<file path="src/rtl/ddr3_lane_dm_tx_ctrl.sv">
// ddr3_lane_dm_tx_ctrl: DM lane write-mask/OE serializer feed and delay-line sequencer; DM_BURST_COUNT_EN adds BURST_CNT
module ddr3_lane_dm_tx_ctrl #(
  parameter int WRITE_LATENCY = 4,
  parameter int MOVE_GAP = 4
) (
  input  logic       FAB_CLK,
  input  logic       TX_SYNC_RST,
  input  logic       WR_VALID,
  output logic       WR_READY,
  input  logic [7:0] WR_MASK,
  input  logic       DLY_CMD_VALID,
  input  logic       DLY_CMD_LOAD,
  input  logic       DLY_CMD_DIR,
  input  logic [7:0] DLY_CMD_STEPS,
  output logic       DLY_BUSY,
  output logic       DLY_DONE,
  output logic       DLY_ERR,
  output logic [7:0] TX_DATA_0,
  output logic [3:0] OE_DATA_0,
  output logic       DELAY_LINE_MOVE_0,
  output logic       DELAY_LINE_DIRECTION_0,
  output logic       DELAY_LINE_LOAD_0,
`ifdef DM_BURST_COUNT_EN
  output logic [15:0] BURST_CNT,
`endif
  input  logic       DELAY_LINE_OUT_OF_RANGE_0
);
  typedef enum logic [2:0] {IDLE, LOAD, MOVE, GAP, DONE} state_t;
  state_t state, state_nxt;
  logic [7:0] rem;
  logic [3:0] gcnt;
  logic dir, tx_v, acc;
  logic [8:0] pipe [WRITE_LATENCY-1];
  logic [8:0] chain [WRITE_LATENCY];
  assign DLY_BUSY = state != IDLE;
  assign WR_READY = !DLY_BUSY && !TX_SYNC_RST;
  assign acc = WR_VALID && WR_READY;
  assign DLY_DONE = state == DONE;
  assign DELAY_LINE_MOVE_0 = state == MOVE;
  assign DELAY_LINE_LOAD_0 = state == LOAD;
  assign DELAY_LINE_DIRECTION_0 = dir;
  always_comb begin
    chain[0] = {acc, acc ? WR_MASK : 8'h00};
    for (int i = 1; i < WRITE_LATENCY; i++) chain[i] = pipe[i-1];
  end
  always_ff @(posedge FAB_CLK) begin
    if (TX_SYNC_RST) begin
      for (int i = 0; i < WRITE_LATENCY-1; i++) pipe[i] <= '0;
      tx_v <= 1'b0;
      TX_DATA_0 <= 8'h00;
      OE_DATA_0 <= 4'h0;
    end else begin
      for (int i = 0; i < WRITE_LATENCY-1; i++) pipe[i] <= chain[i];
      tx_v <= chain[WRITE_LATENCY-1][8];
      TX_DATA_0 <= chain[WRITE_LATENCY-1][7:0];
      OE_DATA_0 <= {4{chain[WRITE_LATENCY-1][8]}} | {chain[WRITE_LATENCY-2][8], 3'b000} | {3'b000, tx_v};
    end
  end
`ifdef DM_BURST_COUNT_EN
  always_ff @(posedge FAB_CLK) begin
    if (TX_SYNC_RST) BURST_CNT <= 16'h0000;
    else if (chain[WRITE_LATENCY-1][8] && BURST_CNT != 16'hFFFF) BURST_CNT <= BURST_CNT + 16'h0001;
  end
`endif
  always_comb begin
    state_nxt = state;
    case (state)
      IDLE: if (DLY_CMD_VALID) state_nxt = DLY_CMD_LOAD ? LOAD : (DLY_CMD_STEPS == 8'h00 ? DONE : MOVE);
      LOAD: state_nxt = DONE;
      MOVE: state_nxt = GAP;
      GAP:  state_nxt = DELAY_LINE_OUT_OF_RANGE_0 ? DONE : (gcnt != 4'h0 ? GAP : (rem != 8'h00 ? MOVE : DONE));
      DONE: state_nxt = IDLE;
      default: state_nxt = IDLE;
    endcase
  end
  always_ff @(posedge FAB_CLK) begin
    if (TX_SYNC_RST) begin
      state <= IDLE;
      rem <= 8'h00;
      gcnt <= 4'h0;
      dir <= 1'b0;
      DLY_ERR <= 1'b0;
    end else begin
      state <= state_nxt;
      if (state == IDLE && DLY_CMD_VALID) begin
        rem <= DLY_CMD_STEPS;
        dir <= DLY_CMD_DIR;
        DLY_ERR <= 1'b0;
      end
      if (state == MOVE) begin
        rem <= rem - 8'h01;
        gcnt <= 4'(MOVE_GAP - 2);
      end
      if (state == GAP) gcnt <= gcnt - 4'h1;
      if (state == GAP && DELAY_LINE_OUT_OF_RANGE_0) DLY_ERR <= 1'b1;
    end
  end
endmodule

</file>
<file path="config.mk">
export PLATFORM = sky130hd
export DESIGN_NAME = ddr3_lane_dm_tx_ctrl
export DESIGN_NICKNAME = d
export VERILOG_FILES = /design/src/rtl/ddr3_lane_dm_tx_ctrl.sv
export SDC_FILE = /design/constraint.sdc
export NUM_CORES = 1
export LEC_CHECK = 0
export ABC_AREA = 1
export CAP_MARGIN = 40
export CORE_UTILIZATION = 50
export DETAILED_ROUTE_END_ITERATION = 12
export DONT_BUFFER_PORTS = 1
export GPL_TIMING_DRIVEN = 0
export SYNTH_ARGS = -nofsm -noshare
export SYNTH_HDL_FRONTEND = slang
export SYNTH_SLANG_ARGS = --single-unit
</file>
<file path="constraint.sdc">
create_clock -name FAB_CLK -period 3.7 [get_ports FAB_CLK]
set_clock_uncertainty 0.05 [all_clocks]
set_input_delay 0.37 -clock FAB_CLK [delete_from_list [all_inputs] [get_ports FAB_CLK]]
set_output_delay 0.37 -clock FAB_CLK [all_outputs]
set_load 0.01 [all_outputs]
</file>
==> results of run 1 <==
-- per-layer routing --
layer | vias up | GRT usage | routed length, um
met5 | - | 0 | 0
met4 | 0 | 0.0638 | 54
met3 | 4 | 0.0599 | 144
met2 | 22 | 0.311 | 1680
met1 | 692 | 0.215 | 1650
li1 | 838 | - | -
-- cells by family after synthesis --
logic type,after synthesis
simple gates,124
buf+inv,69
flops,55
compound gates,27
fa+ha+maj,3
-- worst paths after layout --
| check | from | end | slack [ns] | depth (start not counted) |
|---|---|---|---|---|
| max | state[0]$_SDFFE_PP0P_ | DELAY_LINE_LOAD_0 | 1.99 | 4 |
| min | WR_MASK[1] | pipe[0][1]$_SDFF_PP0_ | 0.11 | 2 |
| max reg2reg | rem[0]$_SDFFE_PP0P_ | state[2]$_SDFFE_PP0P_ | 2.27 | 8 |
| min reg2reg | pipe[0][23]$_SDFF_PP0_ | TX_DATA_0[5]$_SDFF_PP0_ | 0.35 | 2 |
-- through the flow --
stage	std cells	total power (uW)	worst slack (ns)	utilization
CTS	336	1170	1.99	0.561
floorplan	278	809	2.42	-
detailed placement	328	850	2.23	0.539
finish	336	1160	1.99	0.561
global route	336	1230	1.93	0.561
global placement	328	847	2.23	0.539
-- state kept, by name, summed over array words and instances (netlist names) --
signal	flops
state	3
OE_DATA_0	3
TX_DATA_0	8
gcnt	4
pipe	27
DELAY_LINE_DIRECTION_0	1
rem	8
DLY_ERR	1
-- power by group through the flow --
stage	sequential [uW]	combinational, uW	clock, uW
floorplan	659	151	0
global placement	663	183	0
detailed placement	664	185	0
CTS	651	187	337
global route	656	215	362
finish	650	184	328
-- final cells by class --
type	count	area [sq um]	area share
sequential	55	1100	0.487
multi-input combinational	154	742	0.328
clock inverter	2	17.5	0.00774
clock buffer	6	72.6	0.0321
inverter	63	236	0.105
buffer	6	30.0	0.0133
tap	50	62.6	0.0277
-- layout by cell type, fill, tap and decap left out, types with 2 or more instances in the layout --
cell type	count
a21oi_1	13
a31oi_1	2
buf_4	2
clkbuf_1	5
clkbuf_8	5
clkinv_4	2
dfxtp_1	55
ha_1	3
inv_1	59
inv_2	4
nand2_1	42
nand2_2	4
nand3_1	11
nor2_1	55
nor2_2	2
nor2_4	2
nor3_1	2
o211ai_1	3
o21ai_0	6
==> metrics, run 1 <==
Max Clock Freq=approximately 590 MHz; starting density of the core=0.524; switching power=338 uW; actual slew at the worst max-slew pin=0.445 ns; Inserted Diodes=0; synthesized area per cell=7.59 sq um; Post-DP Area=2170 sq um; Yosys Warn Count=0; Antenna Nets Post-Route=0; Cells after Synth=about 280; Via density=4.63; clock network power share=0.282; CP arrival=1.29 ns; Commonest cells post-synth=inv_1 (59), dfxtp_1 (55), nor2_1 (55), nand2_1 (42), a21oi_1 (13); Yosys cell types=26; final worst-path cycle share=0.462; CTS clk-pin slew, worst paths=0.10 ns; HP Class=in -> reg; top-count cell post-synth=inv_1; vias in the first global route=around 1,400; Synth Area in Adders=0.0178; initial antenna violation count=0; largest net degree at the start of global routing=18; main combinational cell family by area after synthesis=simple AND/OR/NAND/NOR gates; WHS=0.112 ns; DP HPWL=about 2.6 mm; main area contributors after synthesis=dfxtp_1 (52%), inv_1 (10%), nor2_1 (9.8%); P per Cell Area=514 nW/um^2; setup_tns=0 ns; total number of vias=1,556; worst path bufs/invs=2; Reg power frac=0.560; EDFF count, synth=0; Num CTS Buffers=5; XOR/XNOR share of the synthesized area=0; Final #Nets=311; status=finished clean; drt first pass iters=4; max incr delay on CP=0.46 ns; Max Slew Vio Count=0; DIE WIDTH=67.0 um; Max Cap Violations=0; cell family with most CP delay=flip-flops; Startpoint Class=flop; sequential area share after synthesis=0.522; Root Buffer=clkbuf_8; Int Pwr=824 uW; IO Pins=42; LEAKAGE=0.00101 uW; final hold viol count=0; Post-Layout Inst Area=2260 sq um; number of cell rows=23; minimum clock period=1.71 ns; Tot GR Track Use=0.184; CP cell instances=inv_2 -> nor2_2 -> inv_1 -> nor2_1; dominant cell type by area after synthesis=dfxtp_1; FILL cells=411; relative slew slack=0.703; H-tree Lvls=2; first-pass GRT wire length=6.00 mm; CTS tree=done; Syn Nets=304; post-synthesis async set-or-reset flop share=0; Logic pwr share=0.158; Hold Buf Count CTS=0; share of the synthesized area in the top cell type=0.522; total grt overflow=0; Core Box Area=4030 sq um; Setup CP Type=reg -> out; dominant synthesized flop cell=dfxtp_1; CP max stage cell=dfxtp_1; share of cells above drive strength 1=0.0804; Synth Register Bits=55; DRT Wirelength=about 3.5 mm; Iteration-0 DRC Markers=57; CP endpoint kind=output port; Port Buffer Count=0; Netlist Area Pre-Place=approximately 2100 sq um; Crit path required time=3.28 ns; setup violators final=0; Switching Share=0.291; # clock sinks=55; die area=4480 sq um; RSZ-0062 raised after global routing=no; Peak VDD IR=between 0.0002 and 0.0003 V; Residual DRC=0; crit path max fanout=4; P&R area growth vs syn=7.24%; mux contribution to synthesized area=0; gpl congestion=0.778; Synth Area in Simple Gates=0.262; Avg WL per Cell=10.5 um; Die Y=67.0 um; post-synthesis compound-gate area fraction=0.0718; clk_lat worst skew=0.31 ns; post-CTS resize count=0; setup bufs post-CTS=0; Max clock buf depth=2
Power figures use the tool's default switching activity.
==> inputs of run 2 (changes only) <==
==> constraint.sdc (replaced) <==
create_clock -name FAB_CLK -period 1.7 [get_ports FAB_CLK]
set_clock_uncertainty 0.05 [all_clocks]
set_input_delay 0.17 -clock FAB_CLK [delete_from_list [all_inputs] [get_ports FAB_CLK]]
set_output_delay 0.17 -clock FAB_CLK [all_outputs]
set_load 0.01 [all_outputs]
==> metrics, run 2 (synthesis gave the netlist of run 1 again) <==
R2R setup slack=0.27 ns (was 2.27 ns); starting density of the core=0.524 (unchanged); # clock sinks=55 (unchanged); first-pass GRT wire length=6.20 mm (was 6.00 mm); Num CTS Buffers=5 (unchanged); max incr delay on CP=0.46 ns (about the same); Residual DRC=0 (unchanged); Port Buffer Count=0 (unchanged); critical path startpoint=state[0]$_SDFFE_PP0P_ (unchanged); IO Pins=42 (unchanged); CP endpoint kind=output port (unchanged); initial antenna violation count=0 (unchanged); share of cells above drive strength 1=0.0767 (was 0.0804); RR Endpoint=state[2]$_SDFFE_PP0P_ (unchanged); Largest Register=pipe (unchanged); P&R area growth vs syn=13.9% (was 7.24%); FF-to-FF Start=rem[0]$_SDFFE_PP0P_ (unchanged); Via density=4.57 (was 4.63); Max Clock Freq=664 MHz; DP HPWL=2.57 mm (unchanged); Max Slew Vio Count=0 (unchanged); actual slew at the worst max-slew pin=0.441 ns (was 0.445 ns); total grt overflow=0 (unchanged); vias in the first global route=1,464 (was 1,404); relative slew slack=0.706 (was 0.703); Hold Startpoint=DLY_CMD_STEPS[6] (was WR_MASK[1]); Tot GR Track Use=0.189 (was 0.184); P per Cell Area=1060 nW/um^2 (was 514 nW/um^2); largest net degree at the start of global routing=18 (unchanged); final worst-path cycle share=0.886; setup violators final=0 (unchanged); LEAKAGE=0.00107 uW (was 0.00101 uW); Root Buffer=clkbuf_8 (unchanged); CTS tree=done (unchanged); commonest non-fill, non-tap cell in the layout=inv_1 (unchanged); Die Y=67.0 um (unchanged); Hold Buf Count CTS=14 (was 0); Largest regs=pipe: 27 flops, TX_DATA_0: 8 flops, rem: 8 flops (unchanged); H-tree Lvls=2 (unchanged); Core Box Area=4030 sq um (unchanged); Setup CP Type=reg -> out (unchanged); Antenna Nets Post-Route=0 (unchanged); DRT Wirelength=3.66 mm (was 3.53 mm); CP Capture Point=DELAY_LINE_LOAD_0 (unchanged); CP arrival=1.29 ns (about the same); status=finished clean (unchanged); Iteration-0 DRC Markers=45 (was 57); total number of vias=1,598 (was 1,556); DIE WIDTH=67.0 um (unchanged); Peak VDD IR=0.000615 V (was 0.000277 V); CP cell instances=inv_2 -> nor2_2 -> inv_1 -> nor2_1 (unchanged); Max clock buf depth=2 (unchanged); Final #Nets=325 (was 311); setup_tns=0 ns (unchanged); crit path max fanout=4 (unchanged); gpl congestion=0.778 (unchanged); HP Class=in -> reg (unchanged); drt first pass iters=4 (unchanged); post-CTS resize count=0 (unchanged); CTS clk-pin slew, worst paths=0.10 ns (about the same); Inserted Diodes=0 (unchanged); minimum clock period=around 1.5 ns; CP max stage cell=dfxtp_1 (unchanged); number of cell rows=23 (unchanged); WHS=0.0147 ns (was 0.112 ns); RSZ-0062 raised after global routing=no (unchanged); Avg WL per Cell=10.5 um (about the same); setup bufs post-CTS=0 (unchanged); Crit path required time=1.48 ns (was 3.28 ns); Reg2Reg Depth=8 (unchanged); clk_lat worst skew=0.30 ns (was 0.31 ns); final hold viol count=0 (unchanged); die area=4480 sq um (unchanged); most frequent cells in the layout=inv_1 (59), dfxtp_1 (55), nor2_1 (55), nand2_1 (42), dlygate4sd3_1 (14) (was inv_1 (59), dfxtp_1 (55), nor2_1 (55), nand2_1 (42), a21oi_1 (13)); Max Cap Violations=0 (unchanged); max reg flops=27 (unchanged); Startpoint Class=flop (unchanged)
==> run 2: cell types whose count changed in the layout (fill, tap and decap cells not counted) <==
cell	change
dlygate4sd3_1	+14
==> run 2: area by class of cell <==
cell class              instances  area (sq um)
plain buffers                   6          30.0
clock buffers                   6          72.6
clock inverters                 2          17.5
fillers                       403          1630
inverters                      63           236
multi-input cells             154           742
flip-flops and latches         55          1100
well taps                      50          62.6
repair buffers                 14           140
==> run 2: through the flow <==
step | setup WS (ns) | instances | total power [uW] | util | cell area [sq um]
global placement | 0.280 | 328 | 1840 | 0.539 | 2170
floorplan | 0.478 | 278 | 1760 | - | 2110
CTS | 0.186 | 350 | 2580 | 0.596 | 2400
global route | 0.0695 | 350 | 2710 | 0.596 | 2400
finish | 0.194 | 350 | 2550 | 0.596 | 2400
detailed placement | 0.283 | 328 | 1850 | 0.539 | 2170
==> run 2: worst max-delay path, delay by kind of cell, from the launching register on <==
family | cells | cell delay [ns]
AND/OR/NAND/NOR | 2 | 0.36
flip-flops | 1 | 0.46
buffers and inverters | 2 | 0.17
==> run 2: worst min path at each step <==
| stage | to | slack [ns] | cells past startpoint |
|---|---|---|---|
| after global placement | pipe[0][1]$_SDFF_PP0_ | 0.23 | 2 |
| final | state[2]$_SDFFE_PP0P_ | 0.01 | 3 |
| after floorplan | pipe[0][0]$_SDFF_PP0_ | 0.23 | 2 |
| after global routing | pipe[0][8]$_SDFF_PP0_ | 0.02 | 2 |
| after detailed placement | pipe[0][2]$_SDFF_PP0_ | 0.24 | 2 |
| after CTS | state[2]$_SDFFE_PP0P_ | 0.005 | 3 |
==> run 2: report_power, final <==
group,total (uW),internal (uW),switching [uW]
clock,708,296,412
sequential,1420,1360,53.0
combinational,427,155,272
total,2550,1810,737
==> run 2: per-layer routing <==
metal / GRT usage / share of wire
met4: 0.0638 / 0.014
met5: 0 / 0
met1: 0.218 / 0.46
met3: 0.0599 / 0.040
met2: 0.327 / 0.48
==> inputs of run 3 (changes only) <==
--- a/config.mk
+++ b/config.mk
@@ -7,7 +7,8 @@
 export LEC_CHECK = 0
 export ABC_AREA = 1
 export CAP_MARGIN = 40
-export CORE_UTILIZATION = 50
+export CORE_UTILIZATION = 45
+export CTS_CLUSTER_DIAMETER = 200
 export DETAILED_ROUTE_END_ITERATION = 12
 export DONT_BUFFER_PORTS = 1
 export GPL_TIMING_DRIVEN = 0
==> metrics, run 3 (synthesis gave the netlist of run 1 again) <==
setup_tns=0 ns (unchanged); crit path max fanout=4 (unchanged); number of cell rows=24 (was 23); vias in the first global route=1,470 (was 1,464); Residual DRC=6 (was 0); final worst-path cycle share=0.869 (was 0.886); largest net degree at the start of global routing=19 (was 18); Via density=4.61 (was 4.57); Worst Hold Path Cells=2 (was 3); Antenna Nets Post-Route=0 (unchanged); Register Area=1100 sq um (unchanged); setup violators final=0 (unchanged); initial antenna violation count=0 (unchanged); DP HPWL=2.62 mm (was 2.57 mm); Reg2Reg Depth=5 (was 8); Max Cap Violations=0 (unchanged); share of cells above drive strength 1=0.0805 (was 0.0767); LEAKAGE=0.00106 uW (was 0.00107 uW); R2R setup slack=0.27 ns (about the same); relative slew slack=0.694 (was 0.706); DIE WIDTH=70.5 um (was 67.0 um); Largest Register=pipe (unchanged); critical path startpoint=state[0]$_SDFFE_PP0P_ (unchanged); FILL cells=456 (was 403); H-tree Lvls=2 (unchanged); worst path bufs/invs=2 (unchanged); Root Buffer=clkbuf_8 (unchanged); first-pass GRT wire length=6.51 mm (was 6.20 mm); Stages on worst setup path=4 (unchanged); total grt overflow=0 (unchanged); cell family with most CP delay=flip-flops (unchanged); Die Y=70.5 um (was 67.0 um); CP max stage cell=dfxtp_1 (unchanged); HP Class=in -> reg (unchanged); Crit path required time=1.48 ns (about the same); Max Clock Freq=677 MHz (was 664 MHz); CTS clk-pin slew, worst paths=0.10 ns (about the same); Core Box Area=4440 sq um (was 4030 sq um); final hold viol count=0 (unchanged); multi-input logic area=742 sq um (unchanged); starting density of the core=0.475 (was 0.524); Largest regs=pipe: 27 flops, TX_DATA_0: 8 flops, rem: 8 flops (unchanged); CP cell instances=inv_2 -> nor2_2 -> inv_1 -> nor2_1 (unchanged); Startpoint Class=flop (unchanged); drt first pass iters=8 (was 4); Iteration-0 DRC Markers=76 (was 45); failing checks=design-rule violations; RSZ-0062 raised after global routing=no (unchanged); status=finished, violations left (was finished clean); CTS tree=done (unchanged); P per Cell Area=1070 nW/um^2 (was 1060 nW/um^2); gpl congestion=0.784 (was 0.778); die area=4970 sq um (was 4480 sq um); Final #Nets=323 (was 325); # clock sinks=55 (unchanged); fin util=0.537 (was 0.596); actual slew at the worst max-slew pin=0.459 ns (was 0.441 ns); Tot GR Track Use=0.168 (was 0.189); clk_lat worst skew=0.30 ns (about the same); Num CTS Buffers=5 (unchanged); max reg flops=27 (unchanged); most frequent cells in the layout=inv_1 (59), dfxtp_1 (55), nor2_1 (55), nand2_1 (42), a21oi_1 (13) (was inv_1 (59), dfxtp_1 (55), nor2_1 (55), nand2_1 (42), dlygate4sd3_1 (14)); Max Slew Vio Count=0 (unchanged); WHS=0.0112 ns (was 0.0147 ns); IO Pins=42 (unchanged); Max clock buf depth=2 (unchanged); Port Buffer Count=0 (unchanged); Peak VDD IR=0.000871 V (was 0.000615 V); FF-to-FF Start=state[0]$_SDFFE_PP0P_ (was rem[0]$_SDFFE_PP0P_); total number of vias=1,612 (was 1,598); minimum clock period=1.48 ns (was 1.51 ns); max incr delay on CP=0.45 ns (was 0.46 ns); CP endpoint kind=output port (unchanged); P&R area growth vs syn=13.1% (was 13.9%); Setup CP Type=reg -> out (unchanged); commonest non-fill, non-tap cell in the layout=inv_1 (unchanged); Inserted Diodes=0 (unchanged); CP arrival=1.26 ns (was 1.29 ns); post-CTS resize count=0 (unchanged); Hold Startpoint=DLY_CMD_STEPS[2] (was DLY_CMD_STEPS[6]); Avg WL per Cell=10.5 um (about the same); DRT Wirelength=3.69 mm (was 3.66 mm)
run 3: area by class of cell:
type / instances / share of cell area
tap: 52 / 0.0273
clock buffer: 5 / 0.0288
sequential: 55 / 0.461
timing repair buffer: 12 / 0.0503
multi-input combinational: 154 / 0.311
clock inverter: 3 / 0.00944
buffer: 6 / 0.0126
inverter: 63 / 0.0991
run 3: per-stage QoR:
step | setup WS [ns] | instance area (sq um) | std cells | power [uW]
2_1_floorplan | 0.478 | 2110 | 278 | 1760
3_3_place_gp | 0.252 | 2170 | 330 | 1840
3_5_place_dp | 0.268 | 2170 | 330 | 1850
4_1_cts | 0.201 | 2390 | 350 | 2600
5_1_grt | 0.0374 | 2390 | 350 | 2720
6_report | 0.223 | 2390 | 350 | 2560
run 3: worst reg2reg max path, delay by kind of cell, from the launching register on:
kind          cells  cell delay (ns)
buf+inv           1             0.13
flops             1             0.38
simple gates      4             0.81
run 3: layer usage:
metal  GRT usage  part of all wire  vias to the layer above
met2       0.287              0.47                       31
met5           0                 0                        -
met4      0.0408            0.0092                        0
met3      0.0390             0.052                        5
li1            -                 -                      864
met1       0.212              0.46                      712
run 3: path summary, 6_finish.rpt:
| path | endpoint |
|---|---|
| setup reg to reg | pipe[0][7]$_SDFF_PP0_ |
| setup / recovery | DELAY_LINE_LOAD_0 |
| hold / removal | rem[2]$_SDFFE_PP0P_ |
| hold reg to reg | pipe[0][23]$_SDFF_PP0_ |
run 3: what timing repair did:
item	CTS	global route
buffers inserted	0	0
hold buffers	12	0
endpoints found under the hold margin	13	0
endpoints found under the setup margin	0	0
run 3: where the power goes:
part	total, uW	internal [uW]	switching, uW	leakage [uW]
logic	422	151	270	0.000565
registers	1410	1360	52.3	0.000448
clock network	720	296	424	0.0000485
